[src/rtl/uart_pkg.sv]
// Shared UART definitions: FSM state encoding, data width and bit-time helper.
// Used by the transmitter here and by the matching receive path.
package uart_pkg;

    localparam int DATA_BITS = 8;

    typedef enum logic [2:0] {
        IDLE   = 3'd0,
        START  = 3'd1,
        DATA   = 3'd2,
        PARITY = 3'd3,
        STOP   = 3'd4
    } uart_state_e;

    // Baud counter reload value; one line bit lasts bit_load()+1 clocks.
    function automatic int bit_load(input int fclk, input int baud);
        return fclk / baud - 1;
    endfunction

endpackage

[src/rtl/uart_tx_if.sv]
// Byte-stream valid/ready handshake into the UART transmitter.
interface uart_tx_if;
    import uart_pkg::*;

    logic [DATA_BITS-1:0] tx_data;
    logic                 tx_valid;
    logic                 tx_ready;

    modport master (output tx_data, output tx_valid, input tx_ready);
    modport slave  (input tx_data, input tx_valid, output tx_ready);

endinterface

[src/rtl/uart_baud_cnt.sv]
// Loadable bit-time down-counter: holds at zero, flags zero and mid-bit.
// Shared between the transmit and receive paths.
module uart_baud_cnt #(
    parameter int LOAD = 9,
    parameter int W    = $clog2(LOAD + 1)
) (
    input  logic clk,
    input  logic rst_n,
    input  logic load_i,
    output logic zero_o,
    output logic mid_o
);

    logic [W-1:0] cnt_q, cnt_d;

    always_comb begin
        cnt_d = cnt_q;
        if (load_i)
            cnt_d = W'(LOAD);
        else if (cnt_q != '0)
            cnt_d = cnt_q - 1'b1;
    end

    always_ff @(posedge clk or negedge rst_n) begin
        if (!rst_n)
            cnt_q <= W'(LOAD);
        else
            cnt_q <= cnt_d;
    end

    assign zero_o = (cnt_q == '0);
    // Mid-bit strobe is what a receiver samples on.
    assign mid_o  = (cnt_q == W'(LOAD / 2));

endmodule

[src/rtl/uart_tx.sv]
// 8N1 UART transmitter with valid/ready byte input and registered serial output.
// Define UART_TX_PARITY_EN to insert an even-parity bit (8E1, 11-bit frame).
module uart_tx
    import uart_pkg::*;
#(
    parameter int FCLK = 100000000,
    parameter int BAUD = 115200
) (
    input  logic        clk,
    input  logic        rst_n,
    uart_tx_if.slave    bus,
    output logic        tx,
    output logic        tx_done
);

    localparam int BIT_LOAD = bit_load(FCLK, BAUD);
    localparam int CNT_W    = $clog2(BIT_LOAD + 1);

    uart_state_e          state_q, state_d;
    logic [DATA_BITS-1:0] shreg_q, shreg_d;
    logic [2:0]           bitcnt_q, bitcnt_d;
    logic                 tx_q, tx_d;
    logic                 baud_load;
    logic                 baud_zero;
    logic                 baud_mid_unused;
    logic                 bit_end;
`ifdef UART_TX_PARITY_EN
    logic                 parity_q, parity_d;
`endif

    uart_baud_cnt #(
        .LOAD (BIT_LOAD),
        .W    (CNT_W)
    ) u_baud (
        .clk    (clk),
        .rst_n  (rst_n),
        .load_i (baud_load),
        .zero_o (baud_zero),
        .mid_o  (baud_mid_unused)
    );

    // The counter keeps running down in IDLE; only a live frame may end a bit.
    assign bit_end = baud_zero && (state_q != IDLE);

    always_comb begin
        state_d   = state_q;
        shreg_d   = shreg_q;
        bitcnt_d  = bitcnt_q;
        baud_load = 1'b0;
        tx_done   = 1'b0;
`ifdef UART_TX_PARITY_EN
        parity_d  = parity_q;
`endif
        case (state_q)
            IDLE: begin
                if (bus.tx_valid) begin
                    shreg_d   = bus.tx_data;
                    bitcnt_d  = '0;
                    baud_load = 1'b1;
                    state_d   = START;
`ifdef UART_TX_PARITY_EN
                    parity_d  = ^bus.tx_data;
`endif
                end
            end
            START: begin
                if (bit_end) begin
                    baud_load = 1'b1;
                    state_d   = DATA;
                end
            end
            DATA: begin
                if (bit_end) begin
                    shreg_d   = {1'b0, shreg_q[DATA_BITS-1:1]};
                    bitcnt_d  = bitcnt_q + 3'd1;
                    baud_load = 1'b1;
                    if (bitcnt_q == 3'(DATA_BITS - 1)) begin
`ifdef UART_TX_PARITY_EN
                        state_d = PARITY;
`else
                        state_d = STOP;
`endif
                    end
                end
            end
`ifdef UART_TX_PARITY_EN
            PARITY: begin
                if (bit_end) begin
                    baud_load = 1'b1;
                    state_d   = STOP;
                end
            end
`endif
            STOP: begin
                if (bit_end) begin
                    tx_done = 1'b1;
                    state_d = IDLE;
                end
            end
            default: state_d = IDLE;
        endcase

        // Line level follows the next state so tx stays a clean flop output.
        case (state_d)
            START:   tx_d = 1'b0;
            DATA:    tx_d = shreg_d[0];
`ifdef UART_TX_PARITY_EN
            PARITY:  tx_d = parity_d;
`endif
            default: tx_d = 1'b1;
        endcase
    end

    always_ff @(posedge clk or negedge rst_n) begin
        if (!rst_n) begin
            state_q  <= IDLE;
            shreg_q  <= '0;
            bitcnt_q <= '0;
            tx_q     <= 1'b1;
`ifdef UART_TX_PARITY_EN
            parity_q <= 1'b0;
`endif
        end else begin
            state_q  <= state_d;
            shreg_q  <= shreg_d;
            bitcnt_q <= bitcnt_d;
            tx_q     <= tx_d;
`ifdef UART_TX_PARITY_EN
            parity_q <= parity_d;
`endif
        end
    end

    assign tx           = tx_q;
    assign bus.tx_ready = (state_q == IDLE);

endmodule

[src/flat_wrapper.sv]
// flat-port wrapper written by rule: the top's interface ports become plain ports
module uart_tx_flat import uart_pkg::*;
#(
    parameter int FCLK = 100000000,
    parameter int BAUD = 115200
)
  (clk, rst_n, tx, tx_done, bus_tx_data, bus_tx_valid, bus_tx_ready);
  uart_tx_if bus_i ();
  input  logic clk;
  input  logic rst_n;
  output logic tx;
  output logic tx_done;
  input wire logic [$bits(bus_i.tx_data)-1:0] bus_tx_data;
  input wire logic [$bits(bus_i.tx_valid)-1:0] bus_tx_valid;
  output wire logic [$bits(bus_i.tx_ready)-1:0] bus_tx_ready;
  assign bus_i.tx_data = bus_tx_data;
  assign bus_i.tx_valid = bus_tx_valid;
  assign bus_tx_ready = bus_i.tx_ready;
  uart_tx #(.FCLK(FCLK), .BAUD(BAUD)) u_core (.clk(clk), .rst_n(rst_n), .bus(bus_i), .tx(tx), .tx_done(tx_done));
endmodule
[config.mk]
export PLATFORM = sky130hd
export DESIGN_NAME = uart_tx_flat
export DESIGN_NICKNAME = d
export VERILOG_FILES = /design/src/rtl/uart_pkg.sv /design/src/rtl/uart_tx_if.sv /design/src/rtl/uart_baud_cnt.sv /design/src/rtl/uart_tx.sv /design/src/flat_wrapper.sv
export SDC_FILE = /design/constraint.sdc
export NUM_CORES = 1
export LEC_CHECK = 0
export ABC_CLOCK_PERIOD_IN_PS = 4500
export BUFFER_PORTS_ARGS = -buffer_cell sky130_fd_sc_hd__buf_4
export CORE_MARGIN = 10
export CORE_UTILIZATION = 45
export CTS_BUF_LIST = sky130_fd_sc_hd__clkbuf_16
export DETAILED_ROUTE_END_ITERATION = 10
export PLACE_DENSITY = 0.74
export SYNTH_ARGS = -nofsm -noshare
export SYNTH_HDL_FRONTEND = slang
export SYNTH_HIERARCHICAL = 1
export SYNTH_SLANG_ARGS = --single-unit
export TNS_END_PERCENT = 10
[constraint.sdc]
create_clock -name clk -period 4.5 [get_ports clk]
set_input_delay 0.9 -clock clk [delete_from_list [all_inputs] [get_ports clk]]
set_output_delay 0.9 -clock clk [all_outputs]
set_load 0.02 [all_outputs]
== Word-level counts from Yosys, hierarchy flattened ==
Cells that the tools add are included.

* Multiplexer cells: 19
* Reduce and logical (&&, ||, !) cells: 9
* $add $sub $neg: 2
* Eq/ne operators: 8

{| class="wikitable"
|+ Operators by type and width
! cell !! number
|-
| 3-bit two-way mux || 7
|-
| 10-bit two-way mux || 2
|-
| 8-bit two-way mux || 2
|-
| 8-bit case mux with 2 select lines || 1
|-
| 3-bit case mux with 4 select lines || 1
|-
| 10-bit zero test || 1
|-
| 10-bit nonzero test || 1
|-
| 10-bit by 1-bit subtractor with 10-bit output (second input constant) || 1
|-
| 3-bit by 1-bit == test with 1-bit output (second input constant) || 2
|-
| 3-bit by 2-bit == test with 1-bit output (second input constant) || 2
|-
| 3-bit == test (second input constant) || 2
|-
| 3-bit case mux with 2 select lines || 1
|-
| 1-bit case mux with 2 select lines || 2
|-
| 2-bit nonzero test || 2
|-
| 3-bit by 1-bit adder with 3-bit output (second input constant) || 1
|-
| 3-bit zero test || 1
|-
| 1-bit two-way mux || 3
|-
| 3-bit AND reduction || 1
|-
| 3-bit nonzero test || 1
|-
| 2-bit by 1-bit != test with 1-bit output (second input constant) || 1
|-
| 2-bit != test (second input constant) || 1
|-
| 2-bit OR reduction || 1
|-
| 1-bit logical AND || 1
|}

* Output and inout bits: 3
* Word-level logic and storage cells: 44
* Register bits after elaboration: 25
* Input port bits: 11

== Depth between registers and ports, before layout ==
* Depth in word-level cells: 6
* Gate-level depth with buffers: 11

== Cells and area by module ==
Netlist, hierarchy kept.

{| class="wikitable"
|+ Modules (own cells, without submodules)
! module !! cells an instance !! seq. area each (µm²) !! area an instance (µm²) !! instances
|-
| uart_tx || 82 || 376.6 || 832.0 || 1
|-
| uart_baud_cnt || 66 || 257.7 || 623.1 || 1
|}

== Worst setup path after synthesis ==
No wires, ideal clock.

* Path type: reg-to-output
* Start: register u_core.u_baud.cnt_q[0]
* End: output port tx_done
* Cell stages (with the launch flop): 7
* Setup slack: 1.784 ns
* Data arrival time: 1.816 ns
* Required time: 3.600 ns
* Cell sequence: dfstp_2 > inv_1 > ha_1 > or3b_2 > nor3_4 > buf_6 > and3_1

* Word-level cells in the longest chain between the ends: 4

{| class="wikitable"
|+ RTL lines
! item !! RTL line !! text
|-
| from (decl) || uart_baud_cnt.sv:14 || <nowiki>logic [W-1:0] cnt_q, cnt_d;</nowiki>
|-
| from (signal assigned) || uart_baud_cnt.sv:26 || <nowiki>cnt_q <= W'(LOAD);</nowiki>
|-
| from (signal assigned) || uart_baud_cnt.sv:28 || <nowiki>cnt_q <= cnt_d;</nowiki>
|-
| 10-bit zero test || uart_baud_cnt.sv:31 || <nowiki>assign zero_o = (cnt_q == '0);</nowiki>
|-
| net u_core.baud_zero || uart_tx.sv:24 || <nowiki>logic baud_zero;</nowiki>
|-
| 1-bit logical AND || uart_tx.sv:43 || <nowiki>assign bit_end = baud_zero && (state_q != IDLE);</nowiki>
|-
| 1-bit two-way mux || uart_tx.sv:95 || <nowiki>if (bit_end) begin</nowiki>
|-
| 1-bit two-way mux || uart_tx.sv:54 || <nowiki>case (state_q)</nowiki>
|-
| to (decl) || flat_wrapper.sv:12 || <nowiki>output logic tx_done;</nowiki>
|}

The timed path passes the listed nets, and every way through them passes these cells.

== Final worst setup path ==
Same ends and word-level chain as after synthesis.

==> impl_metrics.csv <==
group,metric,value,unit
global_routing,grt_pass1_vias,1044,
sta,fmax,0.311,GHz
sta,setup_ws,1.29,ns
sta,setup_viol_count_final,0,
layout,design_area,1580,µm²
status,status,"finished clean",
layout,seq_area,634,µm²
sta,tightestPinTransition,0.710,ns
placed_design,io_buffers,13,
setup_path,path_buf_inv,2,
global_routing,grt_pass1_wl,4770,µm
clock_tree,cts_tree,"built",
drt,drt-pass1-iter-count,4,
layout,drive_gt1_share,24.5,%
setup_path,endpoint,"tx_done",
placed_design,gp_congestion,0.805,
placed_design,place_area,1500,µm²
sta,skew,0.00151,ns
clock_tree,post_cts.repair.setup_buffers,0,
setup_path,worstReg2RegEnd,"u_core/u_baud/cnt_q[2]$_DFFE_PN0P_",
setup_path,r2r_start,"u_core/u_baud/cnt_q[0]$_DFFE_PN1P_",
clock_tree,holdBufCountCts,0,
sta,slew_headroom,52.5,%
global_routing,grt_max_degree,26,
clock_tree,clock-sinks,25,
layout,syn_to_final_growth,11.2,%
synth,synth.cell_area,1420,µm²
sta,hold_violations,0,
setup_path,worst-path-stages,6,
layout,n_antenna_cell,0,
sta,drv_slew,0,
floorplan,num_rows,20,
floorplan,io_pins,14,
sta,final.period_utilization,71.4,%
sta,rsz0062_at_grt,"false",
setup_path,critical_path.top_delay_family,"simple AND/OR/NAND/NOR gates",
floorplan,dieWidth,76.2,µm
global_routing,grtUsageTotal,9.82,%
job,cap_violations,0,
clock_tree,worstSkewPairLatency,0.26,ns
floorplan,core_area,3030,µm²
setup_path,path_cells,"inv_1, ha_1, or3b_2, nor3_4, and3_1, buf_4",
clock_tree,cts-root-to-sink-buffers,2,
layout,fillers,261,
setup_path,startpoint_type,"flop",
drt,viasPerCell,5.53,
clock_tree,cts_resized,0,
sta,fin_crit,3.21,ns
power,vdd_ir_drop_max,0.169,mV
floorplan,dieHeight,76.2,µm
setup_path,slowest_stage,"or3b_2",
drt,drt_iter0_drc,123,
setup_path,rr_worst_depth,9,
setup_path,critPathKind,"flop to output pin",
floorplan,die_area,5810,µm²
placed_design,detailed_place_hpwl,1970,µm
setup_path,worst_ep_required_time,3.60,ns
layout,multi_input_area,668,µm²
drt,wl_per_cell,14.5,µm
global_routing,overflow,0,
global_routing,grt_antenna_before_repair,0,
setup_path,startpoint,"u_core/u_baud/cnt_q[0]$_DFFE_PN1P_",
placed_design,dp_slack,1.52,ns
synth,ys_warn_count,6,
synth,synth_cells,143,
drt,vias,1078,
setup_path,r2r_slack,1.52,ns
clock_tree,cts_buffers,3,
sta,worst_hold_slack,0.518,ns
sta,setup_tns,0,ns
synth,synth_nets,157,
clock_tree,htree_levels,1,
setup_path,crit_fanout,13,
clock_tree,cts-root-buf,"clkbuf_16",
power,power.leakage,0.685,nW
drt,postRouteAntennaNets,0,
drt,drt-total-wl,2830,µm
synth,synth_area_per_cell,9.94,µm²
setup_path,arrival,2.31,ns
floorplan,start_util,46.9,%
min_path,hold_path_startpoint,"u_core/bitcnt_q[0]$_DFFE_PN0P_",
clock_tree,clkTransAtPathRegs,0.06,ns
drt,drc,0,
setup_path,crit_path_end_kind,"output pin",
layout,fin_nets,166,
min_path,min_path_type,"flop to flop",
power,powerDensity,516,nW/µm²
setup_path,worst_path_largest_cell_delay,0.53,ns
-- worst min path at each step --
| stage | endpoint | depth (start not counted) | slack [ns] |
|---|---|---|---|
| final | u_core/bitcnt_q[0]$_DFFE_PN0P_ | 1 | 0.52 |
| after global routing | u_core/u_baud/cnt_q[4]$_DFFE_PN0P_ | 1 | 0.55 |
| after CTS | u_core/bitcnt_q[0]$_DFFE_PN0P_ | 1 | 0.52 |
| after detailed placement | u_core/shreg_q[2]$_DFFE_PN0P_ | 2 | 0.51 |
| after global placement | u_core/shreg_q[2]$_DFFE_PN0P_ | 2 | 0.50 |
| after floorplan | u_core/shreg_q[6]$_DFFE_PN0P_ | 2 | 0.49 |
-- sequential cells by signal, summed over array words and instances, names as in the netlist --
register	count
u_core/u_baud/cnt_q	10
u_core/tx	1
u_core/bitcnt_q	3
u_core/shreg_q	8
u_core/state_q	3
-- power by group --
group,internal (W),leakage [nW],switching [W]
combinational,0.000104,0.360,0.000117
clock,0.000120,0.0409,0.0000786
sequential,0.000320,0.284,0.0000761
-- routing by layer --
metal	vias up	GRT usage, %	share of wire, %
met5	-	0	0
met3	7	2.71	3.7
met1	529	11.6	45
li1	517	-	-
met4	0	5.39	2.3
met2	25	15.6	49
-- stage by stage --
stage | cells | total power [W] | utilization [%]
global route | 195 | 0.000865 | 52.2
CTS | 195 | 0.000814 | 52.2
floorplan | 143 | 0.000550 | -
detailed placement | 191 | 0.000611 | 49.5
global placement | 191 | 0.000595 | 49.5
finish | 195 | 0.000815 | 52.2
-- cells in the final DEF, fill, tap and decap left out, types with 2 or more instances in the layout --
cell / instances
nor2_1: 10
ha_1: 3
nor2b_1: 2
o21ai_0: 6
o21ai_2: 6
a22oi_1: 7
nand3_1: 3
mux2i_1: 6
nand3b_1: 3
nor4_1: 4
nand2_1: 9
dfstp_2: 7
or3_1: 3
dfrtp_1: 18
inv_1: 12
clkbuf_16: 3
a21oi_1: 7
nand2b_1: 2
nor3_1: 4
buf_4: 13
-- final cells by class --
class / count / area share [%]
clock buffer: 3 / 4.75
clock inverter: 1 / 0.317
inverter: 12 / 2.85
multi-input combinational: 97 / 42.3
sequential: 25 / 40.1
tap: 44 / 3.48
timing repair buffer: 13 / 6.18
No activity file was read; power rests on OpenSTA's default activity.
